==> src/rtl/l2_reqs_tracker.sv <==
// l2_reqs_tracker: N_REQS-entry MSHR tracker with set/tag lookup and signed inv-ack accounting.
// Define L2_REQS_STATS_EN to implement the stat_peak / stat_full_stalls counters.
`ifndef L2_TAG_BITS
`define L2_TAG_BITS 8
`endif
`ifndef L2_SET_BITS
`define L2_SET_BITS 4
`endif
`ifndef L2_WAY_BITS
`define L2_WAY_BITS 2
`endif
`ifndef UNSTABLE_STATE_BITS
`define UNSTABLE_STATE_BITS 3
`endif
`ifndef INVACK_CNT_WIDTH
`define INVACK_CNT_WIDTH 3
`endif
`ifndef INVACK_CNT_CALC_WIDTH
`define INVACK_CNT_CALC_WIDTH 4
`endif

module l2_reqs_tracker #(
  parameter int N_REQS  = 4,
  parameter int TAG_W   = `L2_TAG_BITS,
  parameter int SET_W   = `L2_SET_BITS,
  parameter int WAY_W   = `L2_WAY_BITS,
  parameter int STATE_W = `UNSTABLE_STATE_BITS,
  parameter int ICNT_W  = `INVACK_CNT_CALC_WIDTH,
  parameter int RCNT_W  = `INVACK_CNT_WIDTH,
  localparam int IDX_W  = $clog2(N_REQS)
) (
  input  logic               clk,
  input  logic               rst,
  input  logic               alloc_valid,
  output logic               alloc_ready,
  input  logic [TAG_W-1:0]   alloc_tag,
  input  logic [SET_W-1:0]   alloc_set,
  input  logic [WAY_W-1:0]   alloc_way,
  input  logic [STATE_W-1:0] alloc_state,
  output logic [IDX_W-1:0]   alloc_idx,
  input  logic [TAG_W-1:0]   lookup_tag,
  input  logic [SET_W-1:0]   lookup_set,
  output logic               lookup_hit,
  output logic [IDX_W-1:0]   lookup_idx,
  output logic [WAY_W-1:0]   lookup_way,
  output logic [STATE_W-1:0] lookup_state,
  output logic               lookup_set_conflict,
  input  logic               upd_valid,
  input  logic [IDX_W-1:0]   upd_idx,
  input  logic [STATE_W-1:0] upd_state,
  input  logic               inv_dec_valid,
  input  logic [IDX_W-1:0]   inv_dec_idx,
  input  logic               rsp_cnt_valid,
  input  logic [IDX_W-1:0]   rsp_cnt_idx,
  input  logic [RCNT_W-1:0]  rsp_cnt,
  input  logic               free_valid,
  input  logic [IDX_W-1:0]   free_idx,
  output logic [N_REQS-1:0]  invack_done,
  output logic [IDX_W:0]     count,
  output logic               empty,
  output logic [IDX_W:0]     stat_peak,
  output logic [15:0]        stat_full_stalls
);

  localparam int CNT_MAX = (1 << (ICNT_W - 1)) - 1;
  localparam int CNT_MIN = -(1 << (ICNT_W - 1));

  logic [N_REQS-1:0]  valid_vec;
  logic [N_REQS-1:0]  hit_vec;
  logic [N_REQS-1:0]  set_vec;
  logic [WAY_W-1:0]   way_arr   [N_REQS];
  logic [STATE_W-1:0] state_arr [N_REQS];
  logic               alloc_fire;
  logic               free_ok;
  logic [IDX_W:0]     count_q, count_d;

  assign alloc_ready = ~&valid_vec;
  assign alloc_fire  = alloc_valid && alloc_ready;
  assign free_ok     = free_valid && valid_vec[free_idx];

  always_comb begin
    alloc_idx = '0;
    for (int i = N_REQS - 1; i >= 0; i--) begin
      if (!valid_vec[i]) alloc_idx = IDX_W'(i);
    end
  end

  for (genvar gi = 0; gi < N_REQS; gi++) begin : g_ent
    logic                     valid_q, valid_d;
    logic [TAG_W-1:0]         tag_q, tag_d;
    logic [SET_W-1:0]         set_q, set_d;
    logic [WAY_W-1:0]         way_q, way_d;
    logic [STATE_W-1:0]       state_q, state_d;
    logic signed [ICNT_W-1:0] cnt_q, cnt_d;
    logic                     got_q, got_d;
    logic                     done_q, done_d;
    logic                     alloc_here, free_here, upd_here, inv_here, rsp_here, ovf;
    int                       sum;

    assign alloc_here = alloc_fire && (alloc_idx == IDX_W'(gi));
    assign free_here  = free_ok && (free_idx == IDX_W'(gi));
    assign upd_here   = upd_valid && (upd_idx == IDX_W'(gi));
    assign inv_here   = inv_dec_valid && (inv_dec_idx == IDX_W'(gi));
    assign rsp_here   = rsp_cnt_valid && (rsp_cnt_idx == IDX_W'(gi));

    // Free wins over any update to the same entry; alloc only ever targets a free slot.
    always_comb begin
      valid_d = valid_q;
      tag_d   = tag_q;
      set_d   = set_q;
      way_d   = way_q;
      state_d = state_q;
      cnt_d   = cnt_q;
      got_d   = got_q;
      ovf     = 1'b0;
      sum     = int'(cnt_q) + (rsp_here ? int'(rsp_cnt) : 0) - (inv_here ? 1 : 0);
      if (alloc_here) begin
        valid_d = 1'b1;
        tag_d   = alloc_tag;
        set_d   = alloc_set;
        way_d   = alloc_way;
        state_d = alloc_state;
        cnt_d   = '0;
        got_d   = 1'b0;
      end else if (free_here) begin
        valid_d = 1'b0;
        cnt_d   = '0;
        got_d   = 1'b0;
      end else if (valid_q) begin
        if (upd_here) state_d = upd_state;
        cnt_d = sum[ICNT_W-1:0];
        got_d = got_q | rsp_here;
        ovf   = (sum > CNT_MAX) || (sum < CNT_MIN);
      end
      done_d = valid_d && got_d && (cnt_d == '0);
    end

    always_ff @(posedge clk) begin
      if (rst) begin
        valid_q <= 1'b0;
        tag_q   <= '0;
        set_q   <= '0;
        way_q   <= '0;
        state_q <= '0;
        cnt_q   <= '0;
        got_q   <= 1'b0;
        done_q  <= 1'b0;
      end else begin
        valid_q <= valid_d;
        tag_q   <= tag_d;
        set_q   <= set_d;
        way_q   <= way_d;
        state_q <= state_d;
        cnt_q   <= cnt_d;
        got_q   <= got_d;
        done_q  <= done_d;
        assert (!((upd_here || inv_here || rsp_here) && !valid_q))
          else $error("l2_reqs_tracker: update to invalid entry %0d", gi);
        assert (!ovf) else $error("l2_reqs_tracker: inv-ack count overflow on entry %0d", gi);
      end
    end

    assign valid_vec[gi]   = valid_q;
    assign hit_vec[gi]     = valid_q && (set_q == lookup_set) && (tag_q == lookup_tag);
    assign set_vec[gi]     = valid_q && (set_q == lookup_set);
    assign way_arr[gi]     = way_q;
    assign state_arr[gi]   = state_q;
    assign invack_done[gi] = done_q;
  end

  always_comb begin
    lookup_hit   = 1'b0;
    lookup_idx   = '0;
    lookup_way   = '0;
    lookup_state = '0;
    for (int i = N_REQS - 1; i >= 0; i--) begin
      if (hit_vec[i]) begin
        lookup_hit   = 1'b1;
        lookup_idx   = IDX_W'(i);
        lookup_way   = way_arr[i];
        lookup_state = state_arr[i];
      end
    end
  end
  assign lookup_set_conflict = |set_vec;

  always_comb begin
    count_d = count_q;
    if (alloc_fire && !free_ok)      count_d = count_q + (IDX_W+1)'(1);
    else if (!alloc_fire && free_ok) count_d = count_q - (IDX_W+1)'(1);
  end

  always_ff @(posedge clk) begin
    if (rst) begin
      count_q <= '0;
    end else begin
      count_q <= count_d;
      assert ($onehot0(hit_vec)) else $error("l2_reqs_tracker: multiple lookup hits");
      assert (!(free_valid && !free_ok)) else $error("l2_reqs_tracker: free of invalid entry");
    end
  end

  assign count = count_q;
  assign empty = (count_q == '0);

`ifdef L2_REQS_STATS_EN
  logic [IDX_W:0] peak_q, peak_d;
  logic [15:0]    stalls_q, stalls_d;

  // Peak tracks next-count so it is never a cycle behind count.
  always_comb begin
    peak_d   = (count_d > peak_q) ? count_d : peak_q;
    stalls_d = stalls_q;
    if (alloc_valid && !alloc_ready && (stalls_q != 16'hFFFF)) stalls_d = stalls_q + 16'd1;
  end

  always_ff @(posedge clk) begin
    if (rst) begin
      peak_q   <= '0;
      stalls_q <= '0;
    end else begin
      peak_q   <= peak_d;
      stalls_q <= stalls_d;
    end
  end

  assign stat_peak        = peak_q;
  assign stat_full_stalls = stalls_q;
`else
  assign stat_peak        = '0;
  assign stat_full_stalls = '0;
`endif

endmodule
==> config.mk <==
export PLATFORM = sky130hd
export DESIGN_NAME = l2_reqs_tracker
export DESIGN_NICKNAME = d
export VERILOG_FILES = /design/src/rtl/l2_reqs_tracker.sv
export SDC_FILE = /design/constraint.sdc
export NUM_CORES = 1
export LEC_CHECK = 0
export CAP_MARGIN = 10
export CORE_AREA = 10 10 105 107
export DETAILED_ROUTE_END_ITERATION = 7
export DIE_AREA = 0 0 115 117
export DONT_BUFFER_PORTS = 1
export PLACE_DENSITY_LB_ADDON = 0.12
export RECOVER_POWER = 50
export SLEW_MARGIN = 30
export SYNTH_ARGS = -nofsm -noshare
export SYNTH_HDL_FRONTEND = slang
export SYNTH_SLANG_ARGS = --single-unit
==> constraint.sdc <==
create_clock -name clk -period 5.05 [get_ports clk]
set_input_delay 0.7575 -clock clk [delete_from_list [all_inputs] [get_ports clk]]
set_output_delay 0.7575 -clock clk [all_outputs]
set_load 0.01 [all_outputs]
==> metrics.txt <==
run status=completed; Final Instance Area=0.00559 sq mm; RSZ-0062 raised after global routing=no; maximum net fanout on the critical path=18; delay of the slowest cell on the worst path=730 ps; critical setup path kind=reg2out; worst vdd ir=~0.13 mV; count of antenna diodes in the layout=0; critical path data arrival time=about 2600 ps; CTS H-tree depth=3; depth of the worst register-to-register path=4; fraction of power consumed by sequential logic=between 50% and 60%; number of antenna violations at the first check in global routing=0; DR vias/cell=about 5.8; #FFs+latches synth=99; clk sinks=99; sum of routed wire length over all layers=13,800 um; Max Root-Sink Buffers=2; Final ANT Viol Nets=0; TritonCTS buffer count=9; IO Count=between 80 and 90; master cell of the clock root buffer=sky130_fd_sc_hd__clkbuf_8; hold-fix buffer count after cts=0; first-iteration detailed-routing DRC count=approximately 250; switching power total=between 0.0004 and 0.0005 W; Syn. warnings=0; total number of nets in the final design=roughly 750; routability-driven placement congestion ratio=roughly 0.87; worst skew pair latency=370 ps; standard cell core area=roughly 0.0090 sq mm; worst hold path cell count=1; Leakage=approximately 2.1 nW; worst hold start=rst; Post-Synthesis Cell Area=between 0.005 and 0.006 sq mm; clock tree skew after final layout=13.6 ps; FMAX=approximately 300 MHz; count of endpoints failing hold in the final timing report=0; Netlist cell types=between 50 and 60; count of port buffers added during placement=0; pin count of the biggest net entering global routing=83; ratio of cells with drive above 1 in the final layout=3.42%; CP startpoint kind=flip-flop; Std-Cell Rows=35; die height=~120 um; count of buffering cells on the critical path with inverters included=0; total gr overflow=0; critical path's top delay family=simple AND/OR/NAND/NOR gates; number of global-route vias before repair=between 4,000 and 5,000; relative area change from synthesis to final layout=2.08%; average footprint of a synthesized cell=7.94 sq um; Synth async-reset ratio=0%; class of the most critical hold timing path=in2reg; number of flops mapped to enable cells by yosys=0; accumulated negative setup slack=0 ps; number of max-slew violations in the final report=0; leading cell types in the layout, fill and taps excluded=170 x sky130_fd_sc_hd__nand2_1, 99 x sky130_fd_sc_hd__dfxtp_1, 80 x sky130_fd_sc_hd__a21oi_1; worst setup slack after layout=1740 ps; length of the first detailed-routing pass in iterations=5; most common library cell in the layout ignoring fill and taps=sky130_fd_sc_hd__nand2_1; max-slew headroom at the worst pin=5.78%; PD cells=274 mW/mm^2; dominant register cell in the synthesized netlist=sky130_fd_sc_hd__dfxtp_1; internal cell power=about 0.0011 W; end point of the worst hold path=g_ent[3].set_q[1]; post-route clock period utilization=65.6%; average routed wire per standard cell=between 15 and 20 um; via total after detailed routing=4,509; pin slew with the least headroom to its limit=roughly 1400 ps; Setup Slack @ Placement=~1900 ps; DRC violation count after routing=0; ordered list of cells on the worst path=nand2_1 -> nor4_4 -> nor2b_4 -> a32oi_1; dpl cell area=0.00539 sq mm; capture point of the worst reg-to-reg path=g_ent[3].state_q[0]; nature of the critical path endpoint=output pin; setup violation total in the final timing report=0; switching share of power=between 20% and 30%; Clk network pwr share=about a third; Final Util=62.0%; origin of the critical flop-to-flop path=g_ent[3].valid_q; global-route usage over all layers=about a fifth; Post-CTS Setup Inserts=0; starting utilization of the core area=slightly above 60%; part of the power in combinational logic=a little under an eighth; post_cts resized=0; area enclosed by the die boundary=roughly 0.013 sq mm; Post-DP HPWL=10,000 um; die width=115 um; number of max-cap violations=0; Gate Count Post-Synth=just under 700; Total Power Consumption=0.00153 W; master of the slowest instance on the critical path=sky130_fd_sc_hd__dfxtp_1; sequential share of the synthesized area=between 30% and 40%; slack of the worst reg-to-reg path=approximately 2200 ps; Crit path required time=4290 ps; clock-pin slew on the worst setup and hold paths=approximately 100 ps; CTS tree=yes; wire length of the first global-routing pass=approximately 22,000 um; crit path time final=~3300 ps
[layer usage]
metal	track usage [%]	vias to the layer above	wire length, um
li1	-	2214	-
met1	23.4	2116	5350
met2	36.5	154	6920
met3	5.15	25	1210
met4	6.85	0	294
met5	0	-	0
[stage by stage]
step,instances,hold WS [ps]
3_3_place_gp,768,439
6_report,784,452
2_1_floorplan,708,424
3_5_place_dp,768,444
4_1_cts,784,434
5_1_grt,784,432
[synthesized netlist by cell type (6+ instances only)]
| master | instances | area share [%] |
|---|---|---|
| sky130_fd_sc_hd__ha_1 | 25 | 5.7 |
| sky130_fd_sc_hd__a311oi_1 | 6 | 0.96 |
| sky130_fd_sc_hd__clkbuf_1 | 14 | 0.96 |
| sky130_fd_sc_hd__nor2_1 | 44 | 3.0 |
| sky130_fd_sc_hd__o21ai_0 | 8 | 0.73 |
| sky130_fd_sc_hd__nand4_1 | 8 | 0.91 |
| sky130_fd_sc_hd__buf_2 | 9 | 0.82 |
| sky130_fd_sc_hd__a21o_1 | 7 | 0.96 |
| sky130_fd_sc_hd__mux2i_1 | 10 | 1.8 |
| sky130_fd_sc_hd__buf_4 | 24 | 3.3 |
| sky130_fd_sc_hd__inv_1 | 31 | 2.1 |
| sky130_fd_sc_hd__nor3_1 | 7 | 0.64 |
| sky130_fd_sc_hd__nand3_1 | 11 | 1.0 |
| sky130_fd_sc_hd__nand2_1 | 170 | 12 |
| sky130_fd_sc_hd__dfxtp_1 | 99 | 36 |
| sky130_fd_sc_hd__a21oi_1 | 79 | 7.2 |
| sky130_fd_sc_hd__xnor2_1 | 30 | 4.8 |
| sky130_fd_sc_hd__xor2_1 | 30 | 4.8 |
[worst max-delay path by stage]
stage	startpoint	end	slack, ps	cells past startpoint
after floorplan	rsp_cnt_idx[1]	g_ent[2].done_q	2110	12
after global placement	rsp_cnt_idx[1]	g_ent[2].done_q	1990	12
after detailed placement	rsp_cnt_idx[1]	g_ent[2].done_q	1940	12
after CTS	g_ent[0].valid_q	lookup_way[1]	1710	4
after global routing	g_ent[0].valid_q	lookup_way[1]	1480	4
final	g_ent[0].valid_q	lookup_way[1]	1740	4
[flip-flops by register name, indices dropped and copies added (netlist names)]
register / count
g_ent.tag_q: 32
g_ent.valid_q: 4
count: 3
g_ent.state_q: 12
g_ent.cnt_q: 16
g_ent.way_q: 8
g_ent.done_q: 4
g_ent.got_q: 4
g_ent.set_q: 16
[power groups by stage]
| stage | registers (W) | logic, W | clock network [W] |
|---|---|---|---|
| detailed placement | 0.000848 | 0.000172 | 0 |
| CTS | 0.000830 | 0.000173 | 0.000538 |
| finish | 0.000830 | 0.000173 | 0.000530 |
| global placement | 0.000847 | 0.000167 | 0 |
| floorplan | 0.000839 | 0.000166 | 0 |
| global route | 0.000834 | 0.000195 | 0.000573 |
[cell type report]
cell class / instances / area (sq um)
clock inverters: 5 / 60.1
multi-input cells: 525 / 3140
well taps: 111 / 139
flip-flops and latches: 99 / 1980
repair buffers: 2 / 15.0
clock buffers: 11 / 141
inverters: 31 / 116
fillers: 823 / 3430
[cell families (layout without fill, tap and decap cells)]
family                   Yosys count  in the layout  share of synthesized area (%)
adder cells (fa/ha/maj)           30             30                           7.54
other                              1             19                         0.0685
AO/OA/AOI/OAI                    127            127                           13.8
buffers and inverters             84             49                           7.75
XOR/XNOR                          60             60                           9.60
flip-flops                        99             99                           36.2
AND/OR/NAND/NOR                  278            278                           22.8
multiplexers                      11             11                           2.24
Note: power is estimated with default switching activity, not from simulation.
